## config.mk

```make
export PLATFORM = sky130hd
export DESIGN_NAME = lcb_responder_flat
export DESIGN_NICKNAME = d
export VERILOG_FILES = /design/src/rtl/lcb_responder_if.sv /design/src/rtl/lcb_responder.sv /design/src/flat_wrapper.sv
export SDC_FILE = /design/constraint.sdc
export NUM_CORES = 1
export LEC_CHECK = 0
export CORE_MARGIN = 8
export CORE_UTILIZATION = 55
export CTS_BUF_LIST = sky130_fd_sc_hd__clkbuf_4 sky130_fd_sc_hd__clkbuf_8
export DETAILED_ROUTE_END_ITERATION = 6
export GPL_TIMING_DRIVEN = 0
export PLACE_DENSITY_LB_ADDON = 0.08
export SYNTH_ARGS = -nofsm -noshare
export SYNTH_HDL_FRONTEND = slang
export SYNTH_SLANG_ARGS = --single-unit
export TNS_END_PERCENT = 5
```

## constraint.sdc

```tcl
create_clock -name clk -period 11.6 [get_ports clk]
set_input_delay 1.16 -clock clk [delete_from_list [all_inputs] [get_ports clk]]
set_output_delay 1.16 -clock clk [all_outputs]
set_load 0.02 [all_outputs]
```

## src/rtl/lcb_responder_if.sv

```systemverilog
// rtl/lcb_responder_if.sv - LCB line and response-memory signals of lcb_responder
interface lcb_responder_if;
   logic        RX;
   logic        TX;
   logic        dirTX;
   logic        dirRX;
   logic [10:0] oRdAddr;
   logic        oRdEn;
   logic [7:0]  iData;

   // responder side: drives the line and the memory read port
   modport master (
      input  RX,
      input  iData,
      output TX,
      output dirTX,
      output dirRX,
      output oRdAddr,
      output oRdEn
   );

   // environment side: line partner and response memory
   modport slave (
      output RX,
      output iData,
      input  TX,
      input  dirTX,
      input  dirRX,
      input  oRdAddr,
      input  oRdEn
   );
endinterface

```

## src/rtl/lcb_responder.sv

```systemverilog
// rtl/lcb_responder.sv - LCB far-end responder: 8N1 request in, memory-sourced response out
module lcb_responder #(
   parameter int CLKS_PER_BIT = 80,
   parameter int REQ_BYTES    = 14,
   parameter int RESP_BYTES   = 16,
   parameter int GAP_CLKS     = 400,
   parameter int TURN_CLKS    = 160
) (
   input  logic           clk,
   input  logic           reset,
   lcb_responder_if.master lcb,
   output logic [4:0]     oCycle,
   output logic [15:0]    oFrameCnt,
   output logic [7:0]     oErrCnt,
   output logic           oBusy
);

   localparam logic [15:0] BIT_LAST  = 16'(CLKS_PER_BIT - 1);
   localparam logic [15:0] HALF_LAST = 16'(CLKS_PER_BIT / 2 - 1);
   // next-byte read issued so iData is valid on the last stop-bit clock
   localparam logic [15:0] FETCH_AT  = 16'(CLKS_PER_BIT - 4);
   localparam logic [15:0] GAP_LAST  = 16'(GAP_CLKS - 1);
   // TURN is shortened by 2 so the first fetch/load adds exactly 2 clocks
   localparam logic [15:0] TURN_LAST = 16'(TURN_CLKS - 3);
   localparam logic [7:0]  REQ_LAST  = 8'(REQ_BYTES - 1);
   localparam logic [6:0]  RESP_LAST = 7'(RESP_BYTES - 1);

   typedef enum logic [1:0] {R_IDLE, R_START, R_DATA, R_STOP} rx_state_t;
   typedef enum logic [3:0] {T_IDLE, T_TURN, T_FETCH, T_WAIT2, T_LOAD,
                             T_START, T_DATA, T_STOP, T_DONE} tx_state_t;

   rx_state_t   rx_state;
   tx_state_t   tx_state;
   logic        rx_s1, rx_s2, rx_s3;
   logic [15:0] rx_cnt, gap_cnt, tx_cnt;
   logic [2:0]  rx_bit, tx_bit;
   logic [7:0]  rx_shift, byte_cnt, byte0, tx_shift;
   logic [6:0]  idx;
   logic        tx_q, dir_tx_q, dir_rx_q, rd_en_q;
   logic [10:0] rd_addr_q;

   logic       stop_sample, frame_err, gap_err, frame_done, cyc_ok, accept, drop;
   logic [7:0] byte0_eff;

   assign stop_sample = (rx_state == R_STOP) && (rx_cnt == BIT_LAST);
   assign frame_err   = stop_sample && !rx_s2;
   assign gap_err     = (rx_state == R_IDLE) && (byte_cnt != 8'd0) && (gap_cnt == GAP_LAST);
   assign frame_done  = stop_sample && rx_s2 && (byte_cnt == REQ_LAST);
   assign byte0_eff   = (byte_cnt == 8'd0) ? rx_shift : byte0;
   assign cyc_ok      = (byte0_eff >= 8'd1) && (byte0_eff <= 8'd32);
   assign accept      = frame_done && cyc_ok;
   assign drop        = frame_err || gap_err || (frame_done && !cyc_ok);

   assign lcb.TX      = tx_q;
   assign lcb.dirTX   = dir_tx_q;
   assign lcb.dirRX   = dir_rx_q;
   assign lcb.oRdEn   = rd_en_q;
   assign lcb.oRdAddr = rd_addr_q;

   // double-synchronise RX, third stage gives the falling-edge reference
   always_ff @(posedge clk or posedge reset) begin
      if (reset) begin
         rx_s1 <= 1'b1;
         rx_s2 <= 1'b1;
         rx_s3 <= 1'b1;
      end else begin
         rx_s1 <= lcb.RX;
         rx_s2 <= rx_s1;
         rx_s3 <= rx_s2;
      end
   end

   // 8N1 bit receiver; ignores the line entirely while a response is in progress
   always_ff @(posedge clk or posedge reset) begin
      if (reset) begin
         rx_state <= R_IDLE;
         rx_cnt   <= '0;
         rx_bit   <= '0;
         rx_shift <= '0;
      end else begin
         case (rx_state)
            R_IDLE: begin
               if (!oBusy && rx_s3 && !rx_s2) begin
                  rx_state <= R_START;
                  rx_cnt   <= '0;
               end
            end
            R_START: begin
               if (rx_cnt == HALF_LAST) begin
                  rx_cnt <= '0;
                  rx_bit <= '0;
                  rx_state <= rx_s2 ? R_IDLE : R_DATA;
               end else begin
                  rx_cnt <= rx_cnt + 16'd1;
               end
            end
            R_DATA: begin
               if (rx_cnt == BIT_LAST) begin
                  rx_cnt   <= '0;
                  rx_shift <= {rx_s2, rx_shift[7:1]};
                  rx_bit   <= rx_bit + 3'd1;
                  if (rx_bit == 3'd7) rx_state <= R_STOP;
               end else begin
                  rx_cnt <= rx_cnt + 16'd1;
               end
            end
            R_STOP: begin
               if (rx_cnt == BIT_LAST) rx_state <= R_IDLE;
               else                    rx_cnt   <= rx_cnt + 16'd1;
            end
            default: rx_state <= R_IDLE;
         endcase
      end
   end

   // frame assembly: byte count, inter-byte gap timeout, cycle check and counters
   always_ff @(posedge clk or posedge reset) begin
      if (reset) begin
         byte_cnt  <= '0;
         gap_cnt   <= '0;
         byte0     <= '0;
         oCycle    <= '0;
         oFrameCnt <= '0;
         oErrCnt   <= '0;
      end else begin
         if (stop_sample || byte_cnt == 8'd0) gap_cnt <= '0;
         else if (rx_state == R_IDLE)         gap_cnt <= gap_cnt + 16'd1;

         if (drop || frame_done)  byte_cnt <= '0;
         else if (stop_sample)    byte_cnt <= byte_cnt + 8'd1;

         if (stop_sample && rx_s2 && byte_cnt == 8'd0) byte0 <= rx_shift;

         if (drop && oErrCnt != 8'hFF) oErrCnt <= oErrCnt + 8'd1;

         if (accept) begin
            oFrameCnt <= oFrameCnt + 16'd1;
            oCycle    <= 5'(byte0_eff - 8'd1);
         end
      end
   end

   // response transmitter; later bytes are fetched inside the previous stop bit
   always_ff @(posedge clk or posedge reset) begin
      if (reset) begin
         tx_state  <= T_IDLE;
         tx_cnt    <= '0;
         tx_bit    <= '0;
         tx_shift  <= '0;
         idx       <= '0;
         tx_q      <= 1'b1;
         dir_tx_q  <= 1'b0;
         dir_rx_q  <= 1'b1;
         rd_en_q   <= 1'b0;
         rd_addr_q <= '0;
         oBusy     <= 1'b0;
      end else begin
         rd_en_q <= 1'b0;
         case (tx_state)
            T_IDLE: begin
               if (accept) begin
                  tx_state <= T_TURN;
                  tx_cnt   <= '0;
                  idx      <= '0;
                  oBusy    <= 1'b1;
                  dir_tx_q <= 1'b1;
                  dir_rx_q <= 1'b0;
               end
            end
            T_TURN: begin
               if (tx_cnt == TURN_LAST) begin
                  tx_state  <= T_FETCH;
                  rd_en_q   <= 1'b1;
                  rd_addr_q <= {oCycle, 6'd0};
               end else begin
                  tx_cnt <= tx_cnt + 16'd1;
               end
            end
            T_FETCH: begin
               tx_state <= T_WAIT2;
               tx_cnt   <= '0;
            end
            T_WAIT2: begin
               if (tx_cnt == 16'd1) begin
                  tx_shift <= lcb.iData;
                  tx_state <= T_LOAD;
               end else begin
                  tx_cnt <= tx_cnt + 16'd1;
               end
            end
            T_LOAD: begin
               tx_state <= T_START;
               tx_cnt   <= '0;
               tx_q     <= 1'b0;
            end
            T_START: begin
               if (tx_cnt == BIT_LAST) begin
                  tx_state <= T_DATA;
                  tx_cnt   <= '0;
                  tx_bit   <= '0;
                  tx_q     <= tx_shift[0];
                  tx_shift <= {1'b0, tx_shift[7:1]};
               end else begin
                  tx_cnt <= tx_cnt + 16'd1;
               end
            end
            T_DATA: begin
               if (tx_cnt == BIT_LAST) begin
                  tx_cnt <= '0;
                  if (tx_bit == 3'd7) begin
                     tx_state <= T_STOP;
                     tx_q     <= 1'b1;
                  end else begin
                     tx_bit   <= tx_bit + 3'd1;
                     tx_q     <= tx_shift[0];
                     tx_shift <= {1'b0, tx_shift[7:1]};
                  end
               end else begin
                  tx_cnt <= tx_cnt + 16'd1;
               end
            end
            T_STOP: begin
               if (tx_cnt == FETCH_AT && idx != RESP_LAST) begin
                  rd_en_q   <= 1'b1;
                  rd_addr_q <= {oCycle, 6'(idx + 7'd1)};
               end
               if (tx_cnt == BIT_LAST) begin
                  tx_cnt <= '0;
                  idx    <= idx + 7'd1;
                  if (idx == RESP_LAST) begin
                     tx_state <= T_DONE;
                     dir_tx_q <= 1'b0;
                     dir_rx_q <= 1'b1;
                     oBusy    <= 1'b0;
                  end else begin
                     tx_state <= T_START;
                     tx_shift <= lcb.iData;
                     tx_q     <= 1'b0;
                  end
               end else begin
                  tx_cnt <= tx_cnt + 16'd1;
               end
            end
            T_DONE:  tx_state <= T_IDLE;
            default: tx_state <= T_IDLE;
         endcase
      end
   end
endmodule

```

## src/flat_wrapper.sv

```systemverilog
// flat-port wrapper written by rule: the top's interface ports become plain ports
module lcb_responder_flat 
#(
   parameter int CLKS_PER_BIT = 80,
   parameter int REQ_BYTES    = 14,
   parameter int RESP_BYTES   = 16,
   parameter int GAP_CLKS     = 400,
   parameter int TURN_CLKS    = 160
)
  (clk, reset, oCycle, oFrameCnt, oErrCnt, oBusy, lcb_RX, lcb_iData, lcb_TX, lcb_dirTX, lcb_dirRX, lcb_oRdAddr, lcb_oRdEn);
  lcb_responder_if lcb_i ();
  input  logic clk;
  input  logic reset;
  output logic [4:0] oCycle;
  output logic [15:0] oFrameCnt;
  output logic [7:0] oErrCnt;
  output logic oBusy;
  input wire logic [$bits(lcb_i.RX)-1:0] lcb_RX;
  input wire logic [$bits(lcb_i.iData)-1:0] lcb_iData;
  output wire logic [$bits(lcb_i.TX)-1:0] lcb_TX;
  output wire logic [$bits(lcb_i.dirTX)-1:0] lcb_dirTX;
  output wire logic [$bits(lcb_i.dirRX)-1:0] lcb_dirRX;
  output wire logic [$bits(lcb_i.oRdAddr)-1:0] lcb_oRdAddr;
  output wire logic [$bits(lcb_i.oRdEn)-1:0] lcb_oRdEn;
  assign lcb_i.RX = lcb_RX;
  assign lcb_i.iData = lcb_iData;
  assign lcb_TX = lcb_i.TX;
  assign lcb_dirTX = lcb_i.dirTX;
  assign lcb_dirRX = lcb_i.dirRX;
  assign lcb_oRdAddr = lcb_i.oRdAddr;
  assign lcb_oRdEn = lcb_i.oRdEn;
  lcb_responder #(.CLKS_PER_BIT(CLKS_PER_BIT), .REQ_BYTES(REQ_BYTES), .RESP_BYTES(RESP_BYTES), .GAP_CLKS(GAP_CLKS), .TURN_CLKS(TURN_CLKS)) u_core (.clk(clk), .reset(reset), .lcb(lcb_i), .oCycle(oCycle), .oFrameCnt(oFrameCnt), .oErrCnt(oErrCnt), .oBusy(oBusy));
endmodule
```

## After elaboration in Yosys (flattened, before gate mapping)

Cells that the tools add are included.

| operators by class | value |
|---|---|
| equality and inequality tests | 42 |
| $lt $le $gt $ge | 2 |
| reductions and logical operators | 48 |
| mux-type cells | 68 |
| add/sub/neg operators | 10 |

Operators with widths:

| operator | count |
|---|---|
| $mux 16 | 10 |
| $pmux 16 s5 | 1 |
| $mux 8 | 9 |
| $add 16x1->16 const B | 4 |
| $pmux 16 s4 | 1 |
| $eq 16x7->1 const B | 3 |
| $mux 4 | 8 |
| $pmux 4 s8 | 1 |
| $pmux 8 s4 | 1 |
| $ne 2x1->1 const B | 12 |
| $mux 11 | 2 |
| $pmux 11 s2 | 1 |
| $add 8x1->8 const B | 2 |
| $eq 16x1->1 const B | 1 |
| $eq 16x6->1 const B | 1 |
| $eq 16x8->1 const B | 1 |
| $eq 16x9->1 const B | 1 |
| $eq 4x3->1 const B | 4 |
| $mux 3 | 5 |
| $logic_and 1x1->1 | 14 |
| $mux 7 | 2 |
| $ne 2x2->1 const B | 7 |
| $pmux 7 s2 | 1 |
| $reduce_and 7->1 | 2 |
| 35 further kinds | 76 |

| word-level totals | value |
|---|---|
| bits of input ports | 11 |
| word-level logic and storage cells | 193 |
| bits in registers | 146 |
| output and inout bits | 45 |

## Longest topological paths before layout

Gate-level depths: netlist (run 1).

| depth | value |
|---|---|
| depth in word-level cells | 9 |
| depth in mapped cells | 16 |
| depth with buffers taken out | 14 |

## Least setup slack after synthesis (run 1)

No wires, ideal clock.

| timing path | value |
|---|---|
| kind | register -> register |
| start | register u_core.byte_cnt[6] |
| end | register u_core.tx_cnt[11] |
| arrival time | 3.128 ns |
| required time | 11.505 ns |
| buffers on the path | 1 |
| setup slack | 8.377 ns |
| library setup time | 0.095 ns |
| cell stages (with the launch flop) | 12 |
| cell sequence | dfrtp_1 > nor4_1 > nand2_1 > mux2i_1 > ha_1 > nor4bb_1 > a22oi_1 > a32oi_1 > a21oi_1 > or3_1 > clkbuf_1 > o31ai_1 |

| on the way | value |
|---|---|
| longest elaborated chain between the ends | 7 |

Ends and longest elaborated chain:

| item | line | text |
|---|---|---|
| from (decl) | lcb_responder.sv:37 | `logic [7:0] rx_shift, byte_cnt, byte0, tx_shift;` |
| from (signal assigned) | lcb_responder.sv:130 | `else if (stop_sample) byte_cnt <= byte_cnt + 8'd1;` |
| $logic_not 8->1 | lcb_responder.sv:49 | `assign byte0_eff = (byte_cnt == 8'd0) ? rx_shift : byte0;` |
| $mux 8 | lcb_responder.sv:49 |  |
| $ge 8x1->1 / $le 8x6->1 (equally long branches) | lcb_responder.sv:50 | `assign cyc_ok = (byte0_eff >= 8'd1) && (byte0_eff <= 8'd32);` |
| $logic_and 1x1->1 | lcb_responder.sv:50 |  |
| $logic_and 1x1->1 * | lcb_responder.sv:51 | `assign accept = frame_done && cyc_ok;` |
| $ne 2x1->1 (no source line) * | - |  |
| $reduce_and 4->1 (no source line) * | - |  |
| to (signal assigned) | lcb_responder.sv:176 | `tx_cnt <= tx_cnt + 16'd1;` |
| to (signal assigned) | lcb_responder.sv:188 | `tx_cnt <= tx_cnt + 16'd1;` |
| to (signal assigned) | lcb_responder.sv:204 | `tx_cnt <= tx_cnt + 16'd1;` |
| to (decl) | lcb_responder.sv:35 | `logic [15:0] rx_cnt, gap_cnt, tx_cnt;` |

Mark *: on every way between the ends. The rest lies on a longest branch, timed or not.
A chain may end at the register's enable or synchronous reset.

## Worst setup path in the final report (run 1)

Ends and elaborated chain as after synthesis.

==> results by group, run 1 <==
Clock tree
  – Total CTS buffers: 17
  – H-tree Lvls: 4
  – Post-CTS resize count: 0
  – # hold bufs at CTS: 0
  – Longest Clk Path Bufs: 2
  – Clock transition at path regs: ~0.08 ns
  – Post-CTS Repair Setup Buffers: 0
  – Clock root cell: clkbuf_8
  – TritonCTS clock tree: done
  – Worst-Skew Late Latency: 0.45 ns
  – Clock sink total: approximately 150

Setup path
  – Critical path's slowest cell: nor4_1
  – CP max stage delay: ~0.6 ns
  – R2R setup slack: around 7.3 ns
  – Critical Path Sink Type: flop
  – Cell Chain, Critical Path: nor4_1 > nand2_1 > mux2i_1 > ha_1 > nor4bb_1 > a22oi_1 > a32oi_1 > a21oi_1 > or3_1 > clkbuf_1 > o31ai_1
  – Crit Reg-Reg Endpoint: u_core.tx_cnt[11]
  – Worst EP required: ~12 ns
  – WP data arrival: 4.59 ns
  – Worst Path Max Fanout: 9
  – Setup Crit Path Kind: flop to flop
  – Reg2reg start: u_core.byte_cnt[6]
  – Worst reg2reg path depth: 11
  – Crit start category: flop

Timing
  – RSZ-0062 raised after global routing: no
  – Setup violations, final: 0
  – F_max: around 230 MHz
  – Period Utilization, post-route: between 30% and 40%
  – Clk_skew: around 0.015 ns
  – Worst-Margin Slew: approximately 0.98 ns
  – Period minus WS final: approximately 4.3 ns
  – Final hold vios: 0
  – Final setup TNS: 0 ns
  – Final Max Tran Viols: 0
  – Worst slew margin: approximately 34%

Logic synthesis
  – Yosys cell types: 61
  – Synth area leader: dfrtp_1
  – Asr flop ratio synth: 100%
  – Synth Area in Compound Gates: about an eighth
  – Number of synthesized flops with an enable pin: 0
  – Cell Area, Synth: roughly 7600 um^2
  – Post-synth top area share: between 40% and 50%
  – #FFs+latches synth: between 100 and 150
  – Register area share after synthesis: 47.9%
  – Xor-xnor portion of the synthesized cell area: 6.08%
  – Simple-gate share of the synthesized area: around a fifth
  – Yosys warnings: 0
  – Ys flop type: dfrtp_1
  – Mux share of post-synthesis cell area: 7.33%
  – Area contributors post-synth: dfrtp_1, mux2_2, nand2_1, xor2_1, ha_1
  – Synth Area in Adders: 3.61%
  – Mapped Nets: 801
  – Syn Inst Count: between 700 and 800
  – Avg Cell Area, Syn: a little under 10 um^2
  – Largest family of logic cells by synthesized area: simple AND/OR/NAND/NOR gates

Hold path
  – HP Class: flop to flop
  – Hold Crit Start: u_core.rx_s1
  – Hold Crit Depth: 0
  – Min-Delay Endpoint: u_core.rx_s2

Final layout
  – Area Growth Syn to Fin: 15.7%
  – Layout cell share with drive strength beyond 1: roughly 11%
  – Reg area: 3660 um^2
  – Fin area: about 8800 um^2
  – Antenna fix cells: 0
  – Area of the multi-input gates: between 3000 and 4000 um^2
  – Fillcell total: about 1,100
  – Final nets: about 900
  – Commonest non-fill, non-tap cell in the layout: dfrtp_1
  – Most frequent cells in the layout: dfrtp_1, nand2_1, nor2_1

Global routing
  – Met2 Use GR: between 30% and 40%
  – Grt met1 use: a little under a quarter
  – Pin count of the biggest net entering global routing: 83
  – GRT overflow: 0
  – Tot GR Track Use: between 10% and 20%
  – Initial antenna violation count: 0
  – Met3 Use GR: roughly 4.5%
  – Number of global-route vias before repair: ~5,900
  – First-pass GRT wire length: approximately 28,000 um
  – Busiest grt layer: met2

Routing
  – Drt wl/cell: roughly 16 um
  – Vias: roughly 6,000
  – Total Wirelength: 16,200 um
  – Initial drt markers: about 460
  – DRT Pass-1 Iters: 5
  – DR DRC count: 0
  – Avg Vias per Cell: between 5 and 6
  – Post-route ant nets: 0

Flow run
  – MaxCap Viol Count: 0

Power
  – Worst vdd ir: about 0.12 mV
  – Leakage: approximately 3.9 nW
  – PD cells: about 120 nW/um^2

Outcome
  – Status: completed

Die
  – Cell Rows: 43
  – Die Width: between 100 and 150 um
  – Die Height: around 130 um
  – Initial Util: about 56%
  – Full die area: around 18,000 um^2
  – Core area: between 10,000 and 15,000 um^2
  – Ports: 56

Place
  – Routability cong.: about 0.87
  – DP Area: roughly 8400 um^2
  – I/O Buffers: 55
  – DP HPWL: about 12,000 um
[area by class of cell]
type / instances / share of cell area [%]
multi-input cells: 572 / 42.7
repair buffers: 56 / 6.54
inverters: 25 / 1.12
plain buffers: 25 / 1.22
clock inverters: 13 / 1.53
well taps: 180 / 2.55
flip-flops and latches: 146 / 41.4
clock buffers: 19 / 2.89
[routing by layer]
metal	routed length, um	part of all wire, %
met2	8000	49
met5	0	0
met4	193	1.2
met3	649	4.0
met1	7390	46
[worst max-delay path, delay by kind of cell, from the launching register on]
| kind | cells | cell delay, ns |
|---|---|---|
| AND/OR/NAND/NOR | 4 | 1.61 |
| AO/OA/AOI/OAI | 4 | 1.28 |
| flip-flops | 1 | 0.41 |
| multiplexers | 1 | 0.36 |
| adder cells (fa/ha/maj) | 1 | 0.23 |
| buffers and inverters | 1 | 0.23 |
[state kept, by name, indices dropped and copies added, names as in the netlist, named ones only]
signal and count:
u_core.gap_cnt 16, u_core.oFrameCnt 16, u_core.rx_cnt 16, u_core.tx_cnt 16
u_core.lcb.oRdAddr 11, u_core.byte0 8, u_core.byte_cnt 8, u_core.oErrCnt 8
u_core.rx_shift 8, u_core.tx_shift 8, u_core.idx 7, u_core.oCycle 5
u_core.tx_state 4, u_core.rx_bit 3, u_core.tx_bit 3, u_core.lcb.TX 1
u_core.lcb.dirRX 1, u_core.lcb.oRdEn 1, u_core.oBusy 1, u_core.rx_s1 1
u_core.rx_s2 1, u_core.rx_s3 1, u_core.rx_state 1
[logic make-up (layout without fill, tap and decap cells)]
kind of cell	count (synthesis)	after routing
adders and majority gates	22	22
muxes	51	51
and+or+nand+nor	304	304
DFF	146	146
xor gates and xnor gates	53	53
AOI/OAI and AO/OA	142	142
buffers and inverters	50	138
[how the worst max path moves through the flow]
stage,startpoint,to,depth (start not counted)
floorplan,reset,async pin,1
global placement,reset,u_core.oErrCnt[0],2
detailed placement,u_core.byte_cnt[6],u_core.tx_cnt[9],11
CTS,u_core.byte_cnt[6],u_core.tx_cnt[11],11
global route,u_core.byte_cnt[6],u_core.tx_cnt[2],11
finish,u_core.byte_cnt[6],u_core.tx_cnt[11],11
[synthesized netlist by cell type, types with 5 or more instances]
library cell	n
nand2b_1	12
or3_1	7
dfstp_2	5
and4_1	8
nand2_1	82
xor2_1	35
and3_1	16
mux2_2	39
ha_1	22
a21oi_1	26
and2_1	8
nand3_1	41
clkbuf_1	19
inv_1	25
nor4_1	13
o21ai_0	39
nor3_1	24
dfrtp_1	141
o21a_1	5
xnor2_1	18
mux2i_1	12
a31oi_1	12
nor2_1	58
o31ai_1	25
nand4_1	18
[through the flow]
step | power [mW] | setup WS (ns) | hold slack (ns) | instances | utilization, %
after global routing | 1.10 | 6.84 | 0.365 | 1036 | 64.4
after floorplan | 0.635 | 6.53 | 0.345 | 768 | -
after CTS | 1.06 | 7.34 | 0.361 | 1036 | 64.4
after global placement | 0.667 | 4.68 | 0.346 | 1003 | 61.3
after detailed placement | 0.673 | 7.39 | 0.349 | 1004 | 61.5
final | 1.05 | 7.34 | 0.359 | 1036 | 64.4
[report_power, final]
part           internal (mW)  switching [mW]  total [mW]
Sequential             0.517         0.00884       0.526
Clock                  0.198           0.193       0.390
Combinational         0.0439          0.0941       0.138
Note: power is estimated with default switching activity, not from simulation.
==> inputs of run 2 (changes only) <==
==> constraint.sdc (replaced) <==
create_clock -name clk -period 3.6 [get_ports clk]
set_input_delay 0.36 -clock clk [delete_from_list [all_inputs] [get_ports clk]]
set_output_delay 0.36 -clock clk [all_outputs]
set_load 0.02 [all_outputs]
==> run 2 against run 1 <==
Compared with the run above: sequential share of layout area decreased by 0.65 points; cell count about the same; fmax increased by 26%; worst setup slack lost 7.1 ns; hold slack got worse by 0.016 ns; via count rose by 1.6%; utilization grew 1.0 points; global-route usage grew 0.47 points; final area increased by 1.6%.
==> results by group, run 2 (synthesized netlist as in run 1, its figures left out) <==
Outcome
  – Status: completed

Power
  – PD cells: 385 nW/um^2 (+220%)
  – Sw power: 0.938 mW (+220%)
  – Combinational power share: 13.2% (about the same)
  – Worst vdd ir: 0.273 mV (+120%)
  – Register share of total power: 49.0% (-0.9 points)
  – Leakage: 3.94 nW (+1.6%)
  – Sw Ratio: 27.1% (-0.90 points)
  – Internal power: 2.52 mW (+230%)
  – Clk pwr share: 37.8% (+0.8 points)
  – Total power: 3.46 mW (+230%)

Hold path
  – HP Class: input pin to flop
  – Hold Crit Start: lcb_RX
  – Hold Crit Depth: 1 (+1)
  – Min-Delay Endpoint: u_core.rx_s1

Timing
  – F_max: 295 MHz (+26%)
  – Worst-Margin Slew: 1.01 ns (+0.0297 ns)
  – Worst slew margin: 32.4% (-2.0 points)
  – Period Utilization, post-route: 94.2% (+58 points)
  – Period minus WS final: 3.39 ns (-0.865 ns)
  – Final Max Tran Viols: 0 (unchanged)
  – Hold slack: 0.344 ns (-0.0157 ns)
  – Clk_skew: 0.0112 ns (-0.00409 ns)
  – Final setup TNS: 0 ns (unchanged)
  – Setup violations, final: 0 (unchanged)
  – Final hold vios: 0 (unchanged)
  – RSZ-0062 raised after global routing: no

Setup path
  – Setup Crit Path Kind: flop to flop
  – CP dominant cell by count: ha_1
  – Critical path's slowest cell: dfrtp_1
  – Reg2reg start: u_core.byte_cnt[0]
  – Crit Reg-Reg Endpoint: u_core.oFrameCnt[1]
  – Cell Chain, Critical Path: inv_1 > ha_1 > nor3b_4 > nand2_2 > mux2i_2 > ha_1 > nand2b_1 > o41ai_2 > a32oi_2 > buf_4 > nand2_1 > clkbuf_4 > mux2_2
  – Crit start category: flop
  – CP max stage delay: 0.45 ns (-0.15 ns)
  – R2R setup slack: 0.21 ns (-7.13 ns)
  – Critical Path Sink Type: flop
  – Worst EP required: 3.93 ns (-8.01 ns)
  – WP data arrival: 3.72 ns (-0.87 ns)
  – Worst reg2reg path depth: 13 (+2)
  – Worst Path Max Fanout: 10 (+1)

Die
  – Ports: 56 (unchanged)
  – Full die area: 17,900 um^2 (unchanged)
  – Initial Util: 55.6% (unchanged)
  – Die Height: 134 um (unchanged)
  – Die Width: 134 um (unchanged)
  – Cell Rows: 43 (unchanged)
  – Core area: 13,700 um^2 (unchanged)

Final layout
  – Fin area: 8970 um^2 (+1.6%)
  – Final nets: 878 (+0.23%)
  – Post-layout util: 65.4% (+1.0 points)
  – Most frequent cells in the layout: dfrtp_1, nand2_1, nor2_1
  – Commonest non-fill, non-tap cell in the layout: dfrtp_1
  – Layout cell share with drive strength beyond 1: 12.8% (+1.9 points)
  – Area Growth Syn to Fin: 17.6%
  – Antenna fix cells: 0 (unchanged)

Clock tree
  – H-tree Lvls: 4 (unchanged)
  – Worst-Skew Late Latency: 0.45 ns (about the same)
  – Clock transition at path regs: 0.08 ns (about the same)
  – TritonCTS clock tree: done
  – # hold bufs at CTS: 0 (unchanged)
  – Total CTS buffers: 17 (unchanged)
  – Longest Clk Path Bufs: 2 (unchanged)
  – Clock root cell: clkbuf_8
  – Clock sink total: 146 (unchanged)

Global routing
  – First-pass GRT wire length: 28,400 um (+2.0%)
  – Number of global-route vias before repair: 5,966 (+1.5%)
  – Pin count of the biggest net entering global routing: 44 (-47%)
  – Tot GR Track Use: 19.2% (+0.47 points)
  – GRT overflow: 0 (unchanged)
  – Initial antenna violation count: 0 (unchanged)

Routing
  – Total Wirelength: 16,900 um (+3.8%)
  – Initial drt markers: 537 (+16%)
  – WL met1: 7260 um (-1.8%)
  – Vias: 6,141 (+1.6%)
  – Avg Vias per Cell: 5.92 (+1.5%)
  – Top Layer Used: met4
  – Met2 wire len: 8530 um (+6.6%)
  – Post-route ant nets: 0 (unchanged)
  – Routed wl met3: 771 um (+19%)
  – DRT Pass-1 Iters: 5 (unchanged)
  – DR DRC count: 0 (unchanged)
  – Drt wl/cell: 16.2 um (+3.7%)

Place
  – DP Area: 8470 um^2 (+0.37%)
  – Routability cong.: 0.870 (about the same)
  – I/O Buffers: 55 (unchanged)
  – DP HPWL: 12,000 um (+3.9%)

Flow run
  – MaxCap Viol Count: 0 (unchanged)
run 2: cell count changes in the layout (fill, tap and decap cells not counted), sizes merged:
cell	previous run	this run
clkinvlp	5	4
clkinv	5	4
bufinv	2	3
inv	26	24
buf	6	10
run 2: power groups by stage:
stage / Combinational, mW / Sequential, mW / Clock, mW
detailed placement: 0.450 / 1.73 / 0
global route: 0.500 / 1.70 / 1.40
global placement: 0.427 / 1.72 / 0
floorplan: 0.327 / 1.72 / 0
finish: 0.457 / 1.69 / 1.31
CTS: 0.454 / 1.69 / 1.34
run 2: final cells by class:
class                   count  area, um^2
fillers                  1092        4740
clock buffers              21         264
clock inverters            10         136
flip-flops and latches    146        3660
plain buffers              23         109
multi-input cells         572        3860
repair buffers             60         626
inverters                  25        97.6
well taps                 180         225
run 2: what timing repair did:
| action | 4_1_cts | 5_1_grt |
|---|---|---|
| resized for setup | 11 | 10 |
| setup buffers | 2 | 0 |
| pin swaps | 1 | 0 |
| hold endpoints to repair | 0 | 0 |
| endpoints found under the setup margin | 52 | 41 |
run 2: critical path: cells and delay by family (launching register included):
family	cells	cell delay, ns
AND/OR/NAND/NOR	4	0.75
AO/OA/AOI/OAI	2	0.52
multiplexers	2	0.63
adder cells (fa/ha/maj)	2	0.41
buffers and inverters	3	0.53
flip-flops	1	0.45
run 2: routing by layer:
metal	up-vias	track usage, %
li1	2925	-
met1	3021	23.7
met2	173	31.6
met3	22	4.45
met4	0	8.11
met5	-	0
run 2: worst max path at each step:
stage	from	endpoint	slack, ns	cells after the start
CTS	u_core.byte_cnt[6]	u_core.oFrameCnt[13]	0.07	15
global route	u_core.byte_cnt[0]	u_core.oFrameCnt[1]	0.006	13
floorplan	u_core.byte_cnt[6]	u_core.tx_cnt[11]	0.38	11
detailed placement	u_core.byte_cnt[6]	u_core.tx_cnt[11]	-0.61	11
global placement	u_core.byte_cnt[6]	u_core.tx_cnt[15]	-0.47	11
finish	u_core.byte_cnt[0]	u_core.oFrameCnt[1]	0.21	13
run 2: stage by stage:
stage / std cells / setup slack [ns]
finish: 1037 / 0.209
detailed placement: 1006 / -0.608
global route: 1037 / 0.00611
global placement: 1003 / -0.471
CTS: 1038 / 0.0699
floorplan: 768 / 0.377
